<file path="config.mk">
export PLATFORM = sky130hd
export DESIGN_NAME = sign_mag_rom_arbiter_flat
export DESIGN_NICKNAME = d
export VERILOG_FILES = /design/src/rtl/sign_mag_rom_arbiter_if.sv /design/src/rtl/sign_mag_rom_arbiter.sv /design/src/flat_wrapper.sv
export SDC_FILE = /design/constraint.sdc
export NUM_CORES = 1
export LEC_CHECK = 0
export CAP_MARGIN = 30
export CELL_PAD_IN_SITES_DETAIL_PLACEMENT = 0
export CELL_PAD_IN_SITES_GLOBAL_PLACEMENT = 2
export CORE_AREA = 2 2 69 71
export CTS_BUF_LIST = sky130_fd_sc_hd__clkbuf_8 sky130_fd_sc_hd__clkbuf_16
export DETAILED_ROUTE_END_ITERATION = 8
export DIE_AREA = 0 0 71 73
export DONT_BUFFER_PORTS = 1
export PLACE_DENSITY_LB_ADDON = 0.1
export SYNTH_ARGS = -nofsm -noshare
export SYNTH_HDL_FRONTEND = slang
export SYNTH_SLANG_ARGS = --single-unit
</file>
<file path="constraint.sdc">
create_clock -name clk -period 3.8 [get_ports clk]
set_input_delay 0.57 -clock clk [delete_from_list [all_inputs] [get_ports clk]]
set_output_delay 0.57 -clock clk [all_outputs]
set_load 0.02 [all_outputs]
</file>
<file path="src/rtl/sign_mag_rom_arbiter_if.sv">
// Requester/ROM bus between the client blocks, the shared sign-magnitude ROM and the arbiter.
// slave is the arbiter's view; master is the client/ROM view.
`timescale 1ns/1ps
interface sign_mag_rom_arbiter_if #(
  parameter int unsigned NUM_REQ  = 4,
  parameter int unsigned OP_WIDTH = 4
);
  localparam int unsigned IdWidth = $clog2(NUM_REQ);

  logic [NUM_REQ-1:0]          req_valid;
  logic [NUM_REQ-1:0]          req_ready;
  logic [NUM_REQ*OP_WIDTH-1:0] req_a;
  logic [NUM_REQ*OP_WIDTH-1:0] req_b;
  logic [OP_WIDTH-1:0]         rom_input1;
  logic [OP_WIDTH-1:0]         rom_input2;
  logic [OP_WIDTH-1:0]         rom_r_data;
  logic [NUM_REQ-1:0]          rsp_valid;
  logic [IdWidth-1:0]          rsp_id;
  logic [OP_WIDTH-1:0]         rsp_data;

  modport slave (
    input  req_valid, req_a, req_b, rom_r_data,
    output req_ready, rom_input1, rom_input2, rsp_valid, rsp_id, rsp_data
  );

  modport master (
    output req_valid, req_a, req_b, rom_r_data,
    input  req_ready, rom_input1, rom_input2, rsp_valid, rsp_id, rsp_data
  );
endinterface

</file>
<file path="src/rtl/sign_mag_rom_arbiter.sv">
// Round-robin arbiter sharing one synchronous sign-magnitude adder ROM among NUM_REQ
// requesters. Grants at most one lookup per cycle and routes each result back to its
// requester ROM_LATENCY cycles later via a tag pipeline.
`timescale 1ns/1ps
module sign_mag_rom_arbiter #(
  parameter int unsigned NUM_REQ     = 4,
  parameter int unsigned OP_WIDTH    = 4,
  parameter int unsigned ROM_LATENCY = 1,
  parameter int unsigned CNT_WIDTH   = 16
) (
  input  logic                 clk,
  input  logic                 reset_n,
  input  logic                 en,
  sign_mag_rom_arbiter_if.slave bus,
  output logic [CNT_WIDTH-1:0] txn_count
);

  localparam int unsigned  PtrW    = $clog2(NUM_REQ);
  localparam logic [PtrW:0] NumReqW = (PtrW + 1)'(NUM_REQ);

  logic [PtrW-1:0]      rr_ptr_q, rr_ptr_d;
  logic [2*NUM_REQ-1:0] dbl_valid;
  logic [NUM_REQ-1:0]   rot_valid;
  logic                 found;
  logic [PtrW-1:0]      offset;
  logic [PtrW:0]        gnt_sum;
  logic [PtrW:0]        ptr_inc;
  logic [PtrW-1:0]      gnt_idx;
  logic                 gnt_valid;
  logic [PtrW-1:0]      sel;
  logic                 xfer;

  logic [ROM_LATENCY-1:0]           tag_vld_q;
  logic [ROM_LATENCY-1:0][PtrW-1:0] tag_id_q;
  logic [CNT_WIDTH-1:0]             txn_count_q;

  // Rotate valids so rr_ptr sits at bit 0, take the lowest set bit, rotate the index back.
  always_comb begin
    dbl_valid = {bus.req_valid, bus.req_valid} >> rr_ptr_q;
    rot_valid = dbl_valid[NUM_REQ-1:0];
    found     = 1'b0;
    offset    = '0;
    for (int i = NUM_REQ - 1; i >= 0; i--) begin
      if (rot_valid[i]) begin
        found  = 1'b1;
        offset = PtrW'(i);
      end
    end
    gnt_sum = {1'b0, rr_ptr_q} + {1'b0, offset};
    if (gnt_sum >= NumReqW) begin
      gnt_sum = gnt_sum - NumReqW;
    end
    gnt_idx = gnt_sum[PtrW-1:0];
    // Gating with reset_n keeps req_ready low while reset is held.
    gnt_valid = found & en & reset_n;
  end

  // One-hot ready and ROM operand mux; idle cycles present rr_ptr's operands.
  always_comb begin
    bus.req_ready  = '0;
    bus.rom_input1 = '0;
    bus.rom_input2 = '0;
    sel = gnt_valid ? gnt_idx : rr_ptr_q;
    for (int i = 0; i < NUM_REQ; i++) begin
      bus.req_ready[i] = gnt_valid && (gnt_idx == PtrW'(i));
      if (sel == PtrW'(i)) begin
        bus.rom_input1 = bus.req_a[i*OP_WIDTH +: OP_WIDTH];
        bus.rom_input2 = bus.req_b[i*OP_WIDTH +: OP_WIDTH];
      end
    end
  end

  // Pointer advances past the winner on a transfer, otherwise holds.
  always_comb begin
    xfer     = |(bus.req_valid & bus.req_ready);
    ptr_inc  = {1'b0, gnt_idx} + 1'b1;
    rr_ptr_d = rr_ptr_q;
    if (xfer) begin
      rr_ptr_d = (ptr_inc == NumReqW) ? '0 : ptr_inc[PtrW-1:0];
    end
  end

  // Arbitration state, tag shift register and transaction counter.
  always_ff @(posedge clk or negedge reset_n) begin
    if (!reset_n) begin
      rr_ptr_q    <= '0;
      tag_vld_q   <= '0;
      tag_id_q    <= '0;
      txn_count_q <= '0;
    end else begin
      rr_ptr_q     <= rr_ptr_d;
      tag_vld_q[0] <= xfer;
      // Bubbles carry id 0 so rsp_id stays deterministic between responses.
      tag_id_q[0]  <= xfer ? gnt_idx : '0;
      for (int s = 1; s < ROM_LATENCY; s++) begin
        tag_vld_q[s] <= tag_vld_q[s-1];
        tag_id_q[s]  <= tag_id_q[s-1];
      end
      if (xfer) begin
        txn_count_q <= txn_count_q + 1'b1;
      end
    end
  end

  // Response strobe decoded from the pipeline tail; data passes straight from the ROM.
  always_comb begin
    bus.rsp_valid = '0;
    for (int i = 0; i < NUM_REQ; i++) begin
      bus.rsp_valid[i] = tag_vld_q[ROM_LATENCY-1] && (tag_id_q[ROM_LATENCY-1] == PtrW'(i));
    end
    bus.rsp_id   = tag_id_q[ROM_LATENCY-1];
    bus.rsp_data = bus.rom_r_data;
    txn_count    = txn_count_q;
  end

endmodule
</file>
<file path="src/flat_wrapper.sv">
// flat-port wrapper written by rule: the top's interface ports become plain ports
module sign_mag_rom_arbiter_flat 
#(
  parameter int unsigned NUM_REQ     = 4,
  parameter int unsigned OP_WIDTH    = 4,
  parameter int unsigned ROM_LATENCY = 1,
  parameter int unsigned CNT_WIDTH   = 16
)
  (clk, reset_n, en, txn_count, bus_req_valid, bus_req_a, bus_req_b, bus_rom_r_data, bus_req_ready, bus_rom_input1, bus_rom_input2, bus_rsp_valid, bus_rsp_id, bus_rsp_data);
  sign_mag_rom_arbiter_if #(.NUM_REQ(NUM_REQ), .OP_WIDTH(OP_WIDTH)) bus_i ();
  input  logic clk;
  input  logic reset_n;
  input  logic en;
  output logic [CNT_WIDTH-1:0] txn_count;
  input wire logic [$bits(bus_i.req_valid)-1:0] bus_req_valid;
  input wire logic [$bits(bus_i.req_a)-1:0] bus_req_a;
  input wire logic [$bits(bus_i.req_b)-1:0] bus_req_b;
  input wire logic [$bits(bus_i.rom_r_data)-1:0] bus_rom_r_data;
  output wire logic [$bits(bus_i.req_ready)-1:0] bus_req_ready;
  output wire logic [$bits(bus_i.rom_input1)-1:0] bus_rom_input1;
  output wire logic [$bits(bus_i.rom_input2)-1:0] bus_rom_input2;
  output wire logic [$bits(bus_i.rsp_valid)-1:0] bus_rsp_valid;
  output wire logic [$bits(bus_i.rsp_id)-1:0] bus_rsp_id;
  output wire logic [$bits(bus_i.rsp_data)-1:0] bus_rsp_data;
  assign bus_i.req_valid = bus_req_valid;
  assign bus_i.req_a = bus_req_a;
  assign bus_i.req_b = bus_req_b;
  assign bus_i.rom_r_data = bus_rom_r_data;
  assign bus_req_ready = bus_i.req_ready;
  assign bus_rom_input1 = bus_i.rom_input1;
  assign bus_rom_input2 = bus_i.rom_input2;
  assign bus_rsp_valid = bus_i.rsp_valid;
  assign bus_rsp_id = bus_i.rsp_id;
  assign bus_rsp_data = bus_i.rsp_data;
  sign_mag_rom_arbiter #(.NUM_REQ(NUM_REQ), .OP_WIDTH(OP_WIDTH), .ROM_LATENCY(ROM_LATENCY), .CNT_WIDTH(CNT_WIDTH)) u_core (.clk(clk), .reset_n(reset_n), .en(en), .bus(bus_i), .txn_count(txn_count));
endmodule
</file>
==> impl_metrics.ini, run 1 <==
[outcome]
outcome = finished clean

[layout]
syn_to_final_growth_pct = 4.63
final_util_pct = 36.1
nets = 195
n_antenna_cell = 0
drive_gt1_share_pct = 14.2

[route]
drt-total-wl_um = 3910
dr.pass1.iters = 4
via_count = 1229
wl_per_cell_um = 19.4
viasPerCell = 6.08
drcViolationCount = 0
drt.antenna.violating_nets = 0
drt_iter0_markers = 74

[yosys]
synth-seq-cells = 21
synth_area_per_cell_um2 = 10.2
synth_edf_count = 0
synth.net_count = 199
synthesis.area_mm2 = 0.00157
ys_types = 38
ys_async_sr_fraction_pct = 100
ys_seq_area_share_pct = 33.5
yosysWarnings = 0
synthFlopType = dfrtp_1
netlist_instances = 153

[floorplanning]
pin_count = 81
start_util_pct = 34.5
dieWidth_um = 71
die_y_um = 73
fp.dieArea_mm2 = 0.00518
rows = 25
core_mm2 = 0.00454

[sta]
fin_skew_ps = 2.31
fin_crit_sh_pct = 90.4
min_period_ps = 3430
rsz0062_at_grt = false
slew_violations = 0
setup_viol = 0
final_hold_viol_count = 0
tns_ps = 0
slew_headroom_pct = 55.2
max_freq_ghz = 0.291
worst_pin_slew_ps = 671

[global_routing]
grt_pass1_wl_um = 6090
grt_pass1_vias = 1211
antenna_found_initial = 1
globalRouteOverflowTotal = 0
grt_usage_pct = 14.9
grt_max_degree = 22

[clocking]
cts_buffer_depth = 2
cts-root-buf = clkbuf_8
clkSlewWorstSetupHoldPaths_ps = 80
cts_tree = done
insertion_delay_ps = 260
postCtsSetupBuffers = 0
htreeDepth = 1
cts_inserted_buffers = 3
cts.sinks = 21

[power]
max-vdd-ir-drop_uv = 215
p_leak_nw = 0.700
p_per_area_mw_per_mm2 = 711

[worst_setup_path]
worst-setup-path-type = reg2out
ff2ff_path_depth = 12
critPathLaunchType = register
cp.required_ps = 3230
end_kind = output pin
crit_slowest_cell = dfrtp_1
rrSetupSlack_ps = 580
crit_top_cell = ha_1
critical-path-max-stage-delay_ps = 520
crit_path_max_fanout = 10
arrival_ps = 2860
crit_chain = inv_1 > nor3b_1 > a21oi_1 > o211ai_1 > ha_1 > xor2_1 > or4_4 > and2_0 > ha_1 > and2_1

[place]
routabilityCongestion = 0.726
io_buffers = 0
dpl.hpwl_um = 2910

[job]
cap_violations = 0

[min_path]
hold_class = in2async
## where the power goes
part / total (mW) / switching, mW / internal (mW) / leakage [nW]
Combinational: 0.597 / 0.348 / 0.249 / 0.399
Clock: 0.146 / 0.0742 / 0.0720 / 0.0269
Sequential: 0.421 / 0.142 / 0.278 / 0.274
## synthesized netlist by cell type, types with 4 or more instances
cell type | n | area [um2]
inv_1 | 4 | 15.0
dfrtp_1 | 21 | 526
a311oi_1 | 10 | 87.6
nand2_1 | 12 | 45.0
buf_4 | 5 | 37.5
nor3b_1 | 5 | 37.5
xor2_1 | 17 | 149
mux4_2 | 8 | 180
nand3_1 | 7 | 35.0
a31oi_1 | 5 | 31.3
nor2_1 | 6 | 22.5
## cells in the final DEF (no fill, tap or decap), types with 2 or more instances in the layout
cell type	instances
inv_1	5
clkbuf_8	3
nand2_1	12
xor2_1	16
nand4_1	3
and3b_1	3
a31oi_1	5
mux4_2	8
buf_4	3
a21oi_1	3
nand3_1	7
and4_1	2
nor2_1	6
nor3b_1	5
and2_1	3
mux2_2	2
nor3_1	2
a311oi_1	10
dfrtp_1	21
nor2b_1	3
o21ai_0	2
ha_1	3
nor4_1	2
mux2i_1	3
o21a_1	2
## cell families (layout without fill, tap and decap cells)
logic type                 after synthesis  after routing  synth area share, %
and+or+nand+nor                         53             53                 19.2
AOI/OAI and AO/OA                       28             28                 13.4
DFF                                     21             21                 33.5
buffers and inverters                   18             13                 7.11
xor gates and xnor gates                17             17                 9.50
muxes                                   13             13                 14.9
adders and majority gates                3              3                 2.40
## per-stage QoR
stage | area [um2] | worst slack [ps] | hold WS, ps | power, mW | cells
2_1_floorplan | 1570 | 461 | 274 | 0.942 | 153
3_3_place_gp | 1560 | 605 | 275 | 1.02 | 196
3_5_place_dp | 1560 | 572 | 275 | 1.02 | 196
4_1_cts | 1620 | 269 | 616 | 1.17 | 201
5_1_grt | 1640 | 51.7 | 561 | 1.25 | 202
6_report | 1640 | 366 | 566 | 1.16 | 202
## final timing paths
| path | start | endpoint |
|---|---|---|
| hold reg to reg | u_core.txn_count[15] | u_core.txn_count[15] |
| min in group clk | u_core.txn_count[15] | u_core.txn_count[15] |
| max in group asynchronous | reset_n | u_core.rr_ptr_q[1] |
| hold / removal | reset_n | u_core.txn_count[12] |
| setup / recovery | u_core.rr_ptr_q[0] | bus_req_ready[3] |
| setup reg to reg | u_core.rr_ptr_q[0] | u_core.txn_count[1] |
## repair_timing
action | CTS | global route
resized for setup | 0 | 2
hold buffers | 1 | 0
setup endpoints to repair | 0 | 8
endpoints found under the hold margin | 21 | 0
## critical path, delay by kind of cell (launching register included)
kind	cells	cell delay (ps)
AO/OA/AOI/OAI	2	240
XOR/XNOR	1	100
adder cells (fa/ha/maj)	2	460
buffers and inverters	1	140
flip-flops	1	520
AND/OR/NAND/NOR	4	1130
## layout make-up
cell class	instances	area [um2]
well taps	54	67.6
inverters	4	15.0
fillers	447	2900
multi-input cells	114	938
repair buffers	5	47.5
flip-flops and latches	21	526
clock buffers	3	41.3
clock inverters	1	3.75
## flip-flops by register name, summed over array words and instances, names as in the netlist
name	count
u_core.bus.rsp_id	2
u_core.rr_ptr_q	2
u_core.txn_count	16
u_core.tag_vld_q	1
## per-layer routing
metal / GRT usage [%] / wire length [um] / vias up / share of wire (%)
li1: - / - / 561 / -
met3: 4.83 / 330 / 10 / 8.4
met2: 25.4 / 1970 / 61 / 50
met5: 0 / 16 / - / 0.41
met4: 5.24 / 70 / 2 / 1.8
met1: 17.6 / 1520 / 595 / 39
(Power assumes the default switching activity.)
==> inputs of run 2 (changes only) <==
--- a/config.mk
+++ b/config.mk
@@ -8,12 +8,14 @@
 export CAP_MARGIN = 30
 export CELL_PAD_IN_SITES_DETAIL_PLACEMENT = 0
 export CELL_PAD_IN_SITES_GLOBAL_PLACEMENT = 2
-export CORE_AREA = 2 2 69 71
+export CORE_AREA = 2 2 68 70
 export CTS_BUF_LIST = sky130_fd_sc_hd__clkbuf_8 sky130_fd_sc_hd__clkbuf_16
 export DETAILED_ROUTE_END_ITERATION = 8
-export DIE_AREA = 0 0 71 73
+export DIE_AREA = 0 0 70 72
 export DONT_BUFFER_PORTS = 1
+export GPL_ROUTABILITY_DRIVEN = 0
 export PLACE_DENSITY_LB_ADDON = 0.1
+export SLEW_MARGIN = 20
 export SYNTH_ARGS = -nofsm -noshare
 export SYNTH_HDL_FRONTEND = slang
 export SYNTH_SLANG_ARGS = --single-unit
==> constraint.sdc (replaced) <==
create_clock -name clk -period 4.1 [get_ports clk]
set_input_delay 0.615 -clock clk [delete_from_list [all_inputs] [get_ports clk]]
set_output_delay 0.615 -clock clk [all_outputs]
set_load 0.02 [all_outputs]
==> impl_metrics.ini, run 2 (synthesis results as in run 1) <==
[outcome]
outcome = finished clean

[layout]
nets = 192
syn_to_final_growth_pct = 1.92
n_antenna_cell = 0
largest_register_ff_count = 16
final_cell_mix = dfrtp_1, xor2_1, nand2_1, a311oi_1, mux4_2
drive_gt1_share_pct = 12.4
layout_commonest_cell = dfrtp_1
final_util_pct = 37.4
register_area_um2 = 526
multi_input_area_um2 = 930
n_fill_cell = 444

[route]
viasPerCell = 6.06
via_count = 1193
dr.pass1.iters = 4
drt_iter0_markers = 56
wl_per_cell_um = 18.3
drt-total-wl_um = 3610
drt.antenna.violating_nets = 0
drcViolationCount = 0

[power]
total_power_mw = 1.07
combPwrFrac_pct = 50.9
max-vdd-ir-drop_uv = 223
p_per_area_mw_per_mm2 = 668
pwr-share-seq_pct = 36.5
p_leak_nw = 0.680
p_sw_share_pct = 48.2
power.switching_mw = 0.514
p_clk_share_pct = 12.6
p_int_mw = 0.552

[clocking]
cts_inserted_buffers = 3
insertion_delay_ps = 260
clkSlewWorstSetupHoldPaths_ps = 80
cts_tree = done
cts.sinks = 21
cts_buffer_depth = 2
postCtsSetupBuffers = 0
ctsResizeCount = 0
cts-root-buf = clkbuf_8
htreeDepth = 1
cts_hold_buf = 0

[job]
cap_violations = 0

[sta]
rsz0062_at_grt = false
min_period_ps = 3600
tns_ps = 0
setup_viol = 0
final_hold_viol_count = 0
slew_headroom_pct = 55.0
max_freq_ghz = 0.278
fin_skew_ps = 3.98
worst_pin_slew_ps = 674
slew_violations = 0
fin_crit_sh_pct = 87.9

[worst_setup_path]
cp_top_family = compound AO/OA/AOI/OAI gates
arrival_ps = 2990
critPathLaunchType = register
worst-setup-path-type = reg2out
r2r-start = u_core.rr_ptr_q[0]
crit_path_max_fanout = 10
rrSetupSlack_ps = 640
cp.required_ps = 3480
crit_slowest_cell = mux4_2
critical-path-max-stage-delay_ps = 650
crit_path_start = u_core.rr_ptr_q[0]
end_kind = output pin
crit_chain = inv_1 > nor3b_1 > a21oi_1 > o211ai_1 > ha_1 > nand2_1 > o21a_1 > mux4_2
path_buf_inv = 1

[floorplanning]
start_util_pct = 36.7
pin_count = 81
die_y_um = 72
core_mm2 = 0.00426
fp.dieArea_mm2 = 0.00504
dieWidth_um = 70
rows = 24

[global_routing]
antenna_found_initial = 0
grt_pass1_wl_um = 5640
grt_max_degree = 24
grt_usage_pct = 13.8
grt_pass1_vias = 1137
globalRouteOverflowTotal = 0

[place]
dpl.hpwl_um = 2760
io_buffers = 0

[min_path]
hold_class = in2async
==> run 2: through the flow <==
step                worst slack, ps  area [um2]  cells  hold slack, ps
finish                          497        1600    197            42.5
floorplan                       671        1570    153             319
global placement                715        1550    193             320
CTS                             473        1600    197            34.0
global route                    202        1600    197            21.8
detailed placement              676        1550    193             320
==> run 2: path summary, 6_finish.rpt <==
kind                                        endpoint  depth (start not counted)
max in group asynchronous        u_core.txn_count[7]                          0
worst max-delay path               bus_rom_input1[0]                          8
min in group clk                u_core.txn_count[15]                          1
worst max register to register   u_core.txn_count[1]                         13
worst min register to register  u_core.txn_count[15]                          1
worst min-delay path             u_core.txn_count[6]                          0
==> run 2: routing by layer <==
layer,vias up,global-route usage [%],part of all wire [%]
li1,560,-,-
met4,0,5.13,1.7
met5,-,0,0
met3,6,3.75,8.4
met2,57,25.2,52
met1,570,15.5,38
==> run 2: cell type report <==
class | instances | area share (%)
Sequential cell | 21 | 32.9
Clock inverter | 1 | 0.313
Inverter | 4 | 0.940
Tap cell | 52 | 4.08
Clock buffer | 3 | 2.59
Multi-Input combinational cell | 114 | 58.2
Timing Repair Buffer | 2 | 0.940
==> run 2: power by group through the flow <==
stage,Clock (mW),Sequential (mW),Combinational (mW)
after CTS,0.141,0.390,0.549
after global routing,0.150,0.400,0.593
final,0.135,0.389,0.543
after floorplan,0,0.354,0.519
after global placement,0,0.393,0.545
after detailed placement,0,0.395,0.546
==> inputs of run 3 (changes only) <==
--- a/config.mk
+++ b/config.mk
@@ -8,13 +8,13 @@
 export CAP_MARGIN = 30
 export CELL_PAD_IN_SITES_DETAIL_PLACEMENT = 0
 export CELL_PAD_IN_SITES_GLOBAL_PLACEMENT = 2
-export CORE_AREA = 2 2 68 70
+export CORE_AREA = 2 2 80 59
 export CTS_BUF_LIST = sky130_fd_sc_hd__clkbuf_8 sky130_fd_sc_hd__clkbuf_16
 export DETAILED_ROUTE_END_ITERATION = 8
-export DIE_AREA = 0 0 70 72
+export DIE_AREA = 0 0 82 61
 export DONT_BUFFER_PORTS = 1
 export GPL_ROUTABILITY_DRIVEN = 0
-export PLACE_DENSITY_LB_ADDON = 0.1
+export PLACE_DENSITY = 0.84
 export SLEW_MARGIN = 20
 export SYNTH_ARGS = -nofsm -noshare
 export SYNTH_HDL_FRONTEND = slang
==> impl_metrics.ini, run 3 (synthesis results as in run 1) <==
[clocking]
cts_buffer_depth = 2
postCtsSetupBuffers = 0
htreeDepth = 1
ctsResizeCount = 0
cts_hold_buf = 0
insertion_delay_ps = 260
clkSlewWorstSetupHoldPaths_ps = 70
cts.sinks = 21
cts-root-buf = clkbuf_8
cts_inserted_buffers = 3
cts_tree = done

[worst_setup_path]
crit_top_cell = nor3b_1
cp.required_ps = 3480
crit_path_max_fanout = 10
crit_slowest_cell = nor3b_1
crit_chain = inv_1 > nor3b_1 > a21oi_1 > o211ai_1 > ha_1 > xor2_1 > or4_4 > and2_0 > nor3b_1
critical-path-max-stage-delay_ps = 620
end_kind = output pin
arrival_ps = 3040
worst-setup-path-type = reg2out
critPathLaunchType = register

[place]
dpl.hpwl_um = 3030
io_buffers = 0
placed_area_mm2 = 0.00155

[layout]
n_antenna_cell = 0
layout_commonest_cell = dfrtp_1
drive_gt1_share_pct = 11.7
nets = 192
fin_area_mm2 = 0.00160
final_cell_mix = dfrtp_1, xor2_1, nand2_1, a311oi_1, mux4_2
n_fill_cell = 410
syn_to_final_growth_pct = 2.08
final_util_pct = 38.0
largest_register_ff_count = 16

[route]
drt_iter0_markers = 72
via_count = 1188
wl_per_cell_um = 19.0
dr.pass1.iters = 4
viasPerCell = 5.94
drt-total-wl_um = 3810
drt.antenna.violating_nets = 0
drcViolationCount = 0

[sta]
min_period_ps = 3650
tns_ps = 0
fin_skew_ps = 1.74
slew_headroom_pct = 51.9
worst_pin_slew_ps = 720
fin_crit_sh_pct = 89.1
setup_viol = 0
max_freq_ghz = 0.274
slew_violations = 0
final_hold_viol_count = 0
rsz0062_at_grt = false

[floorplanning]
die_y_um = 61
dieWidth_um = 82
pin_count = 81
fp.dieArea_mm2 = 0.00500
start_util_pct = 37.3
rows = 20
core_mm2 = 0.00420

[global_routing]
grt_max_degree = 24
globalRouteOverflowTotal = 0
grt_pass1_wl_um = 5580
grt_pass1_vias = 1122
grt_usage_pct = 14.7
antenna_found_initial = 0

[job]
cap_violations = 0

[power]
max-vdd-ir-drop_uv = 239
p_per_area_mw_per_mm2 = 672
p_leak_nw = 0.681

[min_path]
hold_class = in2async

[outcome]
outcome = finished clean
-- run 3: cell count changes in the layout (fill, tap and decap cells not counted) --
cell	delta
inv_1	+1
clkinv_2	-1
-- run 3: path summary, 6_finish.rpt --
check / startpoint / endpoint / slack, ps / cells after the start
hold / removal: reset_n / u_core.txn_count[5] / 40 / 0
setup / recovery: u_core.rr_ptr_q[0] / bus_req_ready[0] / 450 / 9
min in group clk: u_core.txn_count[15] / u_core.txn_count[15] / 610 / 1
setup reg to reg: u_core.rr_ptr_q[0] / u_core.rr_ptr_q[1] / 710 / 13
max in group asynchronous: reset_n / u_core.bus.rsp_id[0] / 3990 / 0
hold reg to reg: u_core.txn_count[15] / u_core.txn_count[15] / 610 / 1
-- run 3: worst max-delay path: cells and delay by family, from the launching register on --
kind / cells / cell delay (ps)
xor+xnor: 1 / 100
flops: 1 / 520
compound gates: 2 / 240
simple gates: 4 / 1520
buf+inv: 1 / 160
fa+ha+maj: 1 / 230
-- run 3: layout make-up --
type / count / area (um2) / share of cell area, %
Inverter: 4 / 15.0 / 0.939
Sequential cell: 21 / 526 / 32.9
Multi-Input combinational cell: 114 / 930 / 58.1
Clock buffer: 3 / 41.3 / 2.58
Timing Repair Buffer: 2 / 15.0 / 0.939
Tap cell: 55 / 68.8 / 4.30
Clock inverter: 1 / 3.75 / 0.235
-- run 3: layer usage --
| metal | track usage, % | routed length [um] | up-vias |
|---|---|---|---|
| met3 | 4.61 | 364 | 5 |
| met5 | 0 | 0 | - |
| met1 | 18.3 | 1590 | 570 |
| li1 | - | - | 563 |
| met4 | 2.86 | 19 | 0 |
| met2 | 25.6 | 1830 | 50 |
-- run 3: through the flow --
stage	hold WS, ps	setup slack (ps)	power (mW)	cells
floorplan	319	671	0.873	153
global placement	320	785	0.933	196
detailed placement	320	713	0.952	196
CTS	37.2	448	1.08	200
global route	31.3	225	1.15	200
finish	44.7	445	1.07	200
-- run 3: where the power goes --
part | switching [mW] | leakage [nW] | internal [mW]
Combinational | 0.327 | 0.380 | 0.225
Sequential | 0.135 | 0.274 | 0.258
Clock | 0.0631 | 0.0269 | 0.0666
